--- src/rtl/seq5_tracker.sv ---
// seq5_tracker: monitor for the 5-state T-flip-flop sequence counter.
// Decodes the code cycle 000->010->011->100->110->000 into position 0..4, checks every
// transition against the direction fed to the counter on the previous edge, counts signed
// revolutions and raises a sticky fault on any illegal code or unexpected step.
//
// Parameters: REV_W revolution counter width (wraps), ERR_W fault counter width (saturates).
// Ports:
//   clk_i      rising-edge clock          reset_i  async active-high reset
//   clr_i      sync clear to IDLE          x_i      direction fed to counter (0 fwd, 1 rev)
//   w_i[2:0]   counter state code          pos_o    decoded position
//   pos_vld_o  pos from a legal code       dir_o    direction of last checked transition
//   rev_o      signed revolution count     wrap_o   one-cycle revolution pulse
//   err_o      sticky fault                err_cnt_o saturating fault count
// Optional feature: define SEQ5_ERR_CNT_EN to build the err_cnt_o port and counter.
module seq5_tracker #(
    parameter int unsigned REV_W = 8,
    parameter int unsigned ERR_W = 4
) (
    input  logic             clk_i,
    input  logic             reset_i,
    input  logic             clr_i,
    input  logic             x_i,
    input  logic [2:0]       w_i,
    output logic [2:0]       pos_o,
    output logic             pos_vld_o,
    output logic             dir_o,
    output logic [REV_W-1:0] rev_o,
    output logic             wrap_o,
`ifdef SEQ5_ERR_CNT_EN
    output logic [ERR_W-1:0] err_cnt_o,
`endif
    output logic             err_o
);

    typedef enum logic [1:0] {StIdle, StTrack, StFault} state_e;

    state_e           state_q, state_d;
    logic [2:0]       w_prev_q;
    logic             x_prev_q;
    logic [2:0]       pos_q, pos_d;
    logic             pos_vld_q, pos_vld_d;
    logic             dir_q, dir_d;
    logic [REV_W-1:0] rev_q, rev_d;
    logic             wrap_q, wrap_d;
    logic             err_q, err_d;

    logic             cur_legal, prev_legal;
    logic [2:0]       cur_idx, prev_idx, exp_idx;
    logic             check_ok, wrap_fwd, wrap_rev;

    function automatic logic [3:0] decode(input logic [2:0] code);
        // Returns {legal, index}.
        case (code)
            3'b000:  decode = {1'b1, 3'd0};
            3'b010:  decode = {1'b1, 3'd1};
            3'b011:  decode = {1'b1, 3'd2};
            3'b100:  decode = {1'b1, 3'd3};
            3'b110:  decode = {1'b1, 3'd4};
            default: decode = {1'b0, 3'd0};
        endcase
    endfunction

    always_comb begin
        {cur_legal, cur_idx}   = decode(w_i);
        {prev_legal, prev_idx} = decode(w_prev_q);
        if (x_prev_q) begin
            exp_idx = (prev_idx == 3'd0) ? 3'd4 : prev_idx - 3'd1;
        end else begin
            exp_idx = (prev_idx == 3'd4) ? 3'd0 : prev_idx + 3'd1;
        end
        // An illegal source code can never produce a valid transition.
        check_ok = prev_legal && cur_legal && (cur_idx == exp_idx);
        wrap_fwd = !x_prev_q && (prev_idx == 3'd4) && (cur_idx == 3'd0);
        wrap_rev = x_prev_q && (prev_idx == 3'd0) && (cur_idx == 3'd4);
    end

    always_comb begin
        state_d   = state_q;
        pos_d     = pos_q;
        pos_vld_d = pos_vld_q;
        dir_d     = dir_q;
        rev_d     = rev_q;
        wrap_d    = 1'b0;
        err_d     = err_q;
        if (clr_i) begin
            state_d   = StIdle;
            rev_d     = '0;
            err_d     = 1'b0;
            pos_vld_d = 1'b0;
        end else begin
            case (state_q)
                StIdle: begin
                    // First legal code primes the tracker without a transition check.
                    if (cur_legal) begin
                        state_d   = StTrack;
                        pos_d     = cur_idx;
                        pos_vld_d = 1'b1;
                    end else begin
                        state_d   = StFault;
                        err_d     = 1'b1;
                        pos_vld_d = 1'b0;
                    end
                end
                StTrack: begin
                    if (check_ok) begin
                        pos_d = cur_idx;
                        dir_d = x_prev_q;
                        if (wrap_fwd) begin
                            rev_d  = rev_q + REV_W'(1);
                            wrap_d = 1'b1;
                        end else if (wrap_rev) begin
                            rev_d  = rev_q - REV_W'(1);
                            wrap_d = 1'b1;
                        end
                    end else begin
                        state_d   = StFault;
                        err_d     = 1'b1;
                        pos_vld_d = 1'b0;
                    end
                end
                default: begin
                    state_d   = StFault;
                    err_d     = 1'b1;
                    pos_vld_d = 1'b0;
                end
            endcase
        end
    end

    always_ff @(posedge clk_i or posedge reset_i) begin
        if (reset_i) begin
            state_q   <= StIdle;
            w_prev_q  <= 3'b000;
            x_prev_q  <= 1'b0;
            pos_q     <= 3'd0;
            pos_vld_q <= 1'b0;
            dir_q     <= 1'b0;
            rev_q     <= '0;
            wrap_q    <= 1'b0;
            err_q     <= 1'b0;
        end else begin
            state_q   <= state_d;
            w_prev_q  <= w_i;
            x_prev_q  <= x_i;
            pos_q     <= pos_d;
            pos_vld_q <= pos_vld_d;
            dir_q     <= dir_d;
            rev_q     <= rev_d;
            wrap_q    <= wrap_d;
            err_q     <= err_d;
        end
    end

`ifdef SEQ5_ERR_CNT_EN
    logic [ERR_W-1:0] err_cnt_q;
    logic             chk_fail;

    // Checks keep running in FAULT, so repeated bad steps keep counting.
    assign chk_fail = (state_q == StIdle) ? !cur_legal : !check_ok;

    always_ff @(posedge clk_i or posedge reset_i) begin
        if (reset_i) begin
            err_cnt_q <= '0;
        end else if (clr_i) begin
            err_cnt_q <= '0;
        end else if (chk_fail && (err_cnt_q != {ERR_W{1'b1}})) begin
            err_cnt_q <= err_cnt_q + ERR_W'(1);
        end
    end

    assign err_cnt_o = err_cnt_q;
`endif

    assign pos_o     = pos_q;
    assign pos_vld_o = pos_vld_q;
    assign dir_o     = dir_q;
    assign rev_o     = rev_q;
    assign wrap_o    = wrap_q;
    assign err_o     = err_q;

endmodule

--- config.mk ---
export PLATFORM = sky130hd
export DESIGN_NAME = seq5_tracker
export DESIGN_NICKNAME = d
export VERILOG_FILES = /design/src/rtl/seq5_tracker.sv
export SDC_FILE = /design/constraint.sdc
export NUM_CORES = 1
export LEC_CHECK = 0
export CORE_MARGIN = 1
export CORE_UTILIZATION = 52
export DETAILED_ROUTE_END_ITERATION = 7
export GPL_ROUTABILITY_DRIVEN = 0
export PLACE_DENSITY_LB_ADDON = 0.05
export SETUP_SLACK_MARGIN = 0.05
export SLEW_MARGIN = 10
export SYNTH_ARGS = -nofsm -noshare
export SYNTH_HDL_FRONTEND = slang
export SYNTH_SLANG_ARGS = --single-unit
--- constraint.sdc ---
create_clock -name clk_i -period 3.2 [get_ports clk_i]
set_input_delay 0.64 -clock clk_i [delete_from_list [all_inputs] [get_ports clk_i]]
set_output_delay 0.64 -clock clk_i [all_outputs]
set_load 0.03 [all_outputs]
* Yosys cells after proc, flatten, opt, wreduce, memory -nomap -nowiden
Index checks and enable logic that the tools add are counted.
Widths: inputs -> output; s select.
** Storage, ports and cells
- Register bits after elaboration :: 21
- Input port bits :: 7
- Output and inout port bits :: 15
** Cells by class
- Add/subtract/negate cells :: 4
- Equality and inequality tests :: 16
- Mux-type cells :: 30
- Bitwise operators :: 1
- Reductions and logical operators :: 20
** Operators by type and width (number)
- $mux 8 :: 5
- $pmux 4 s5 :: 2
- $eq 3x3->1 const B :: 6
- $mux 3 :: 5
- $eq 3x2->1 const B :: 4
- $logic_not 3->1 :: 4
- $mux 1 :: 11
- $add 8x1->8 const B :: 1
- $sub 8x1->8 const B :: 1
- $logic_and 1x1->1 :: 6
- $mux 2 :: 3
- $ne 3x3->1 const B :: 2
- $pmux 3 s2 :: 1
- $reduce_and 3->1 :: 2
- $reduce_bool 2->1 :: 3
- $ne 2x2->1 const B :: 2
- $pmux 1 s2 :: 2
- $pmux 2 s2 :: 1
- $reduce_and 4->1 :: 1
- $add 3x1->3 const B :: 1
- $eq 3x3->1 :: 1
- $reduce_bool 3->1 :: 1
- $sub 3x1->3 const B :: 1
- $eq 2x1->1 const B :: 1
- 4 further kinds :: 4

* Longest topological paths before layout
Gate-level depths: netlist (run 1).
- Depth in word-level cells :: 10
- Mapped depth :: 14

* Worst setup path before layout (run 1)
OpenSTA, ideal clock, no wires.
- Path kind :: in2reg
- Start :: input port w_i[2]
- End :: register rev_q[5], in the netlist rev_o[5]
- Arrival :: 2.763 ns
- Data required time :: 3.078 ns
- Setup slack :: 0.316 ns
- Stages :: 10
- Path buffers :: 1
- Cell sequence :: clkbuf_1 -> nand2_1 -> o21ai_0 -> nand4_1 -> ha_1 -> a21o_1 -> a211oi_1 -> o21bai_1 -> or2_2 -> a32o_1
** On the way
- Longest elaborated chain between the ends :: 8
- Elaborated cells on any way between the ends :: 20
- Classes of those cells :: eq/ne (6); mux (5); reduce/logical (9)
** RTL lines
- start, declared :: RTL line 23 : input logic [2:0] w_i,
- $eq 3x3->1, or another cell as far along :: RTL line 53 : case (code)
- $pmux 4 s5 (*) :: RTL line 53
- $logic_not 3->1 :: RTL line 73 : wrap_fwd = !x_prev_q && (prev_idx == 3'd4) && (cur_idx == 3'd0);
- $logic_and 1x1->1 :: RTL line 73
- $mux 8 :: RTL line 108 : if (wrap_fwd) begin
- $mux 8 :: RTL line 105 : if (check_ok) begin
- $mux 8 :: RTL line 91 : case (state_q)
- $mux 8 :: RTL line 85 : if (clr_i) begin
- end signal, assigned :: RTL line 148 : rev_q <= rev_d;
- end, declared :: RTL line 43 : logic [REV_W-1:0] rev_q, rev_d;
Mark *: on every way between the ends. The rest lies on a longest branch, timed or not. The select of a mux whose other input is x is not followed.
A chain may end at the register's enable or synchronous reset.

* Final worst setup path (run 1)
- Start :: register w_prev_q[2]
- End :: register pos_q[1], in the netlist pos_o[1]
** On the way
- Longest elaborated chain between the ends :: 9
- Elaborated cells on any way between the ends :: 18
- Classes of those cells :: add/sub (2); eq/ne (7); mux (4); reduce/logical (5)
** RTL lines
- start, declared :: RTL line 38 : logic [2:0] w_prev_q;
- start signal, assigned :: RTL line 143 : w_prev_q <= w_i;
- $eq 3x3->1, or another cell as far along :: RTL line 53
- $pmux 4 s5 (*) :: RTL line 53
- $add 3x1->3, or another cell as far along :: RTL line 69 : exp_idx = (prev_idx == 3'd4) ? 3'd0 : prev_idx + 3'd1;
- $mux 3, on equally long branches :: RTL line 69, 67
- $mux 3 :: RTL line 66 : if (x_prev_q) begin
- $eq 3x3->1 :: RTL line 72 : check_ok = prev_legal && cur_legal && (cur_idx == exp_idx);
- $logic_and 1x1->1 (*) :: RTL line 72
- $ne 2x2->1 (no source line) (*)
- $reduce_and 4->1 (no source line) (*)
- end signal, assigned :: RTL line 145 : pos_q <= pos_d;
- end, declared :: RTL line 40 : logic [2:0] pos_q, pos_d;
Mark *: on every way between the ends. The rest lies on a longest branch, timed or not.

==> qor.yml, run 1 <==
status:
  status: "finished clean"
critical_path:
  crit_slowest_cell: "dfrtp_1"
  cp_data_required_time_ns: 3.38
  end_kind: "flip-flop"
  rr_endpoint: "pos_o[1]"
  critPathMaxStageDelay_ns: 0.50
  r2r_slack_ns: 0.24
  arrival_ns: 3.14
  crit_type: "reg -> reg"
  cp_top_family: "simple AND/OR/NAND/NOR gates"
  crit_buf_inv: 0
  rr_worst_depth: 10
  path_cells: "and2b_1, a21oi_1, ha_1, nor2b_1, nor2_1, mux2i_1, or3b_4, a31oi_4, o21ai_2, mux2_1"
  r2r-start: "w_prev_q[2]"
  critPathMaxFanout: 10
  startpoint_type: "flip-flop"
power_and_ir_drop:
  p_leak_nw: 0.7176
  clock_power_share: 0.223
  ir_drop_uv: 327.5
  power_frac_comb: 0.245
  p_seq_frac: 0.532
  power.internal_w: 0.0003694
  p_per_area_nw_per_um2: 332.0
  swShare: 0.2981
  p_sw_w: 0.0001569
grt:
  grt_pass1_vias: 1000
  grt_pass1_wl_um: 4367
  overflow: 0
  grt_max_degree: 21
  antenna_found_initial: 0
  grt_usage: 0.2201
hold_path:
  worst_hold_startpoint: "pos_o[0]"
  worstHoldPathCells: 1
  hold_class: "reg -> reg"
  hold_end: "pos_o[0]"
logic_synthesis:
  synth-seq-cells: 20
  synth_top_area_frac: 0.3788
  synth_largest_area_cell: "dfrtp_1"
  synth_fp_nets: 149
  yosysSeqAreaShare: 0.3788
  yosysWarnings: 0
  synth_flop_cell: "dfrtp_1"
  synthTopCellsByArea: "dfrtp_1, ha_1, xnor2_1"
  synth_edf_count: 0
  avgSynthCellArea_um2: 9.860
  synth_most_common_cell: "dfrtp_1"
  synth_cell_types: 49
  synth_cells: 134
  synth.top_cells.by_count: "dfrtp_1, inv_1, a21oi_1, ha_1, nand2b_1"
  netlist_area_um2: 1321
  async_reset_ff_frac: 1.000
sta:
  finalHoldViolations: 0
  worst_pin_slew_ns: 0.7596
  max_freq_ghz: 0.3378
  fin_skew_ns: 0.004408
  relSlewSlack: 0.4930
  setup_viol: 0
  min_period_over_period: 0.9250
  finalMaxSlewViolations: 0
  finalHoldWorstSlack_ns: 0.5016
  fin_crit_ns: 2.960
  tns_ns: 0
  rsz0062_at_grt: "no"
routing:
  first_iter_violations: 20
  wl_um: 2711
  drcViolationCount: 0
  dr.pass1.iters: 4
  ant_nets: 0
  vias: 1087
  routedWlPerCell_um: 14.65
  viasPerCell: 5.876
placement:
  port_buffers: 21
  place_area_um2: 1562
  placed_cells: 182
  place_hpwl_um: 2063
clock_network:
  clk_pin_slew_ns: 0.11
  clockBufferDepth: 2
  cts_root_buf: "clkbuf_4"
  clkLatencyLatePin_ns: 0.30
  cts_tree: "done"
  h-tree-depth: 1
  holdBufCountCts: 0
  cts_buffers: 3
  post_cts_buffers: 0
  clock-sinks: 20
  cts_resized: 0
floorplanning:
  io_pins: 22
  start_util: 0.5752
  die_h_um: 52.41
  core_um2: 2297
  die_x_um: 52.41
  fp-row-count: 17
  dieArea_um2: 2746
final_layout:
  fin_cells: 185
  final_layout_size_suffix_gt1_frac: 0.09554
  antenna_cells: 0
  fin_area_um2: 1585
  area_growth_pct: 19.98
  nets: 174
flow_run:
  maxCapViolations: 0
==> worst max-delay path by stage <==
stage | start | endpoint | slack [ns] | cells after the start
4_1_cts | w_prev_q[1] | rev_o[5] | 0.16 | 10
2_1_floorplan | w_i[2] | rev_o[5] | 0.32 | 10
5_1_grt | w_prev_q[2] | pos_o[1] | 0.10 | 10
6_report | w_prev_q[2] | pos_o[1] | 0.24 | 10
3_5_place_dp | w_i[2] | rev_o[5] | 0.15 | 10
3_3_place_gp | w_i[2] | rev_o[7] | 0.21 | 12
==> cell type report <==
class                           instances  area, µm²
Clock buffer                            3      22.52
Fill cell                             201      711.9
Inverter                               12      45.04
Multi-Input combinational cell         97      742.0
Sequential cell                        20      500.5
Tap cell                               28      35.03
Timing Repair Buffer                   25      240.2
==> cell usage in the layout (no fill, tap or decap), types with 2 or more instances in the layout <==
cell type	Yosys	final
clkdlybuf4s50_1	0	21
dfrtp_1	20	20
inv_1	12	12
a21oi_1	8	8
nand2b_1	7	7
ha_1	7	7
xnor2_1	6	6
nand2_1	6	6
nor2_1	5	5
o21ai_0	5	5
a22o_1	5	5
buf_4	0	4
o21ai_1	3	3
o21bai_1	3	3
mux2_1	3	3
clkbuf_4	0	3
and2_1	2	2
mux2i_1	2	2
nand3b_1	2	2
o211ai_1	2	2
nand4_1	2	2
a21o_1	2	2
==> metrics by stage <==
stage | util | power (W) | setup WS [ns]
global placement | 0.6797 | 0.0004099 | 0.2126
CTS | 0.6895 | 0.0005293 | 0.1644
detailed placement | 0.6797 | 0.0004141 | 0.1525
floorplan | - | 0.0003660 | 0.3158
finish | 0.6901 | 0.0005262 | 0.2399
global route | 0.6901 | 0.0005530 | 0.1007
==> power by group through the flow <==
stage / sequential [W] / clock (W) / combinational [W]
final: 0.000280 / 0.000117 / 0.000129
after CTS: 0.000280 / 0.000120 / 0.000129
after detailed placement: 0.000286 / 0 / 0.000129
after global placement: 0.000285 / 0 / 0.000125
after floorplan: 0.000305 / 0 / 0.0000606
after global routing: 0.000283 / 0.000132 / 0.000139
==> sequential cells by signal, summed over array words and instances (netlist names) <==
register	cells
dir_o	1
err_o	1
pos_o	3
pos_vld_o	1
rev_o	8
state_q	1
w_prev_q	3
wrap_o	1
x_prev_q	1
==> logic make-up (layout without fill, tap and decap cells) <==
logic type / Yosys count / after routing / synth area share
multiplexers: 6 / 6 / 0.04924
AO/OA/AOI/OAI: 38 / 38 / 0.2064
XOR/XNOR: 7 / 7 / 0.04640
AND/OR/NAND/NOR: 38 / 38 / 0.1771
buffers and inverters: 17 / 40 / 0.06060
flip-flops: 20 / 20 / 0.3788
adder cells (fa/ha/maj): 8 / 8 / 0.08144
==> per-layer routing <==
metal,share of wire,GRT usage
met4,0.013,0.1009
met3,0.029,0.03478
met5,0,0
met2,0.51,0.3819
met1,0.45,0.2632
Power figures use the tool's default switching activity.
==> inputs of run 2 (changes only) <==
Settings changed: CORE_MARGIN 1 to 2.
==> qor.yml, run 2 (synthesis results as in run 1) <==
grt:
  grt_pass1_vias: 1088  # was 1000
  overflow: 0  # unchanged
  antenna_found_initial: 0  # unchanged
  grt_pass1_wl_um: 4685  # was 4367 µm
  grt_max_degree: 21  # unchanged
  grt_usage: 0.2213  # was 0.2201
sta:
  relSlewSlack: 0.4609  # was 0.4930
  setup_viol: 0  # unchanged
  fin_skew_ns: 0.003493  # was 0.004408 ns
  fin_crit_ns: 2.939  # was 2.960 ns
  max_freq_ghz: 0.3403  # was 0.3378 GHz
  tns_ns: 0  # unchanged
  worst_slack_ns: 0.2612  # was 0.2399 ns
  rsz0062_at_grt: "no"  # unchanged
  worst_pin_slew_ns: 0.8078  # was 0.7596 ns
  finalMaxSlewViolations: 0  # unchanged
  finalHoldViolations: 0  # unchanged
  min_period_over_period: 0.9184  # was 0.9250
floorplanning:
  die_h_um: 54.41  # was 52.41 µm
  core_um2: 2432  # was 2297 µm²
  fp-row-count: 18  # was 17
  io_pins: 22  # unchanged
  dieArea_um2: 2960  # was 2746 µm²
  start_util: 0.5432  # was 0.5752
  die_x_um: 54.41  # was 52.41 µm
routing:
  routedWlPerCell_um: 14.77  # was 14.65 µm
  first_iter_violations: 16  # was 20
  vias: 1061  # was 1087
  drcViolationCount: 0  # unchanged
  wl_um: 2777  # was 2711 µm
  viasPerCell: 5.644  # was 5.876
  ant_nets: 0  # unchanged
  dr.pass1.iters: 4  # unchanged
final_layout:
  multiInputGateArea_um2: 742.0  # unchanged
  nets: 174  # unchanged
  layout.cells.most_common: "clkdlybuf4s50_1"  # unchanged
  regArea_um2: 503.0  # was 500.5 µm²
  final_layout_size_suffix_gt1_frac: 0.1139  # was 0.09554
  final_cell_mix: "clkdlybuf4s50_1, dfrtp_1, inv_1"  # unchanged
  antenna_cells: 0  # unchanged
  fillerInstances: 196  # was 201
  area_growth_pct: 21.40  # was 19.98%
  largest_reg_flops: 8  # unchanged
  fin_cells: 188  # was 185
  final_util: 0.6595  # was 0.6901
clock_network:
  clockBufferDepth: 2  # unchanged
  clk_pin_slew_ns: 0.11  # about the same
  cts_tree: "done"  # unchanged
  h-tree-depth: 1  # unchanged
  cts_root_buf: "clkbuf_4"  # unchanged
  clock-sinks: 20  # unchanged
  cts_buffers: 3  # unchanged
  clkLatencyLatePin_ns: 0.30  # about the same
  holdBufCountCts: 0  # unchanged
critical_path:
  critPathMaxFanout: 8  # was 10
  arrival_ns: 3.13  # was 3.14 ns
  crit_type: "reg -> reg"  # unchanged
  cp_data_required_time_ns: 3.39  # was 3.38 ns
  startpoint_type: "flip-flop"  # unchanged
  end_kind: "flip-flop"  # unchanged
status:
  status: "finished clean"  # unchanged
power_and_ir_drop:
  p_leak_nw: 0.7228  # was 0.7176 nW
  ir_drop_uv: 280.6  # was 327.5 µV
  p_per_area_nw_per_um2: 348.2  # was 332.0 nW/µm²
placement:
  placed_cells: 184  # was 182
  place_ws_ns: 0.1093  # was 0.1525 ns
  port_buffers: 21  # unchanged
  place_hpwl_um: 2049  # was 2063 µm
hold_path:
  hold_class: "reg -> reg"  # unchanged
flow_run:
  maxCapViolations: 0  # unchanged
run 2: cell count changes in the layout (fill, tap and decap cells not counted), sizes merged:
cell / change
clkbuf: +1
run 2: report_power, final:
group          total (W)  leakage (nW)  internal (W)  switching (W)
clock network   0.000148        0.0210     0.0000694      0.0000790
registers       0.000281         0.261      0.000268      0.0000131
logic           0.000129         0.441     0.0000575      0.0000712
total           0.000559         0.723      0.000395       0.000163
run 2: worst max-delay path: stages (launching register included):
cell	delay (ns)
dfrtp_1	0.48
and2b_1	0.19
a21oi_1	0.14
ha_1	0.24
nor2b_1	0.14
nor2_1	0.23
mux2i_1	0.23
or3b_4	0.41
a31oi_4	0.29
o21ai_2	0.15
mux2_1	0.33
run 2: repair_timing:
action                                  in CTS  in global routing
endpoints found under the setup margin       0                  9
resized for setup                            0                  3
setup buffers                                0                  0
run 2: layer usage:
| layer | wire length [µm] | global-route usage | vias up |
|---|---|---|---|
| li1 | - | - | 527 |
| met1 | 1267 | 0.2710 | 516 |
| met2 | 1426 | 0.3876 | 14 |
| met3 | 54 | 0.02459 | 4 |
| met4 | 29 | 0.1000 | 0 |
| met5 | 0 | 0 | - |
run 2: final timing paths:
check                            startpoint          end  slack [ns]  cells after the start
worst min-delay path               pos_o[1]     pos_o[1]        0.51                      1
min in group asynchronous           reset_i     x_prev_q        0.78                      2
worst max register to register  w_prev_q[0]     pos_o[0]        0.26                     10
max in group asynchronous           reset_i  w_prev_q[2]        1.87                      2
worst min register to register     pos_o[1]     pos_o[1]        0.51                      1
worst max-delay path            w_prev_q[0]     pos_o[0]        0.26                     10
run 2: layout make-up:
cell class                      count  area share
Sequential cell                    20      0.3136
Clock buffer                        4     0.02262
Tap cell                           30     0.02340
Multi-Input combinational cell     97      0.4626
Inverter                           12     0.02808
Timing Repair Buffer               25      0.1498
run 2: stage by stage:
step	area (µm²)	power [W]	hold WS [ns]
global placement	1564	0.0004106	0.4756
detailed placement	1564	0.0004152	0.4888
CTS	1600	0.0005654	0.5172
finish	1604	0.0005585	0.5123
global route	1604	0.0005910	0.5439
floorplan	1321	0.0003660	0.5132
==> inputs of run 3 (changes only) <==
Settings changed: CTS_CLUSTER_DIAMETER from default to 80.
==> results of run 3 <==
The final DEF is identical to that of run 2; final timing and power are the same.
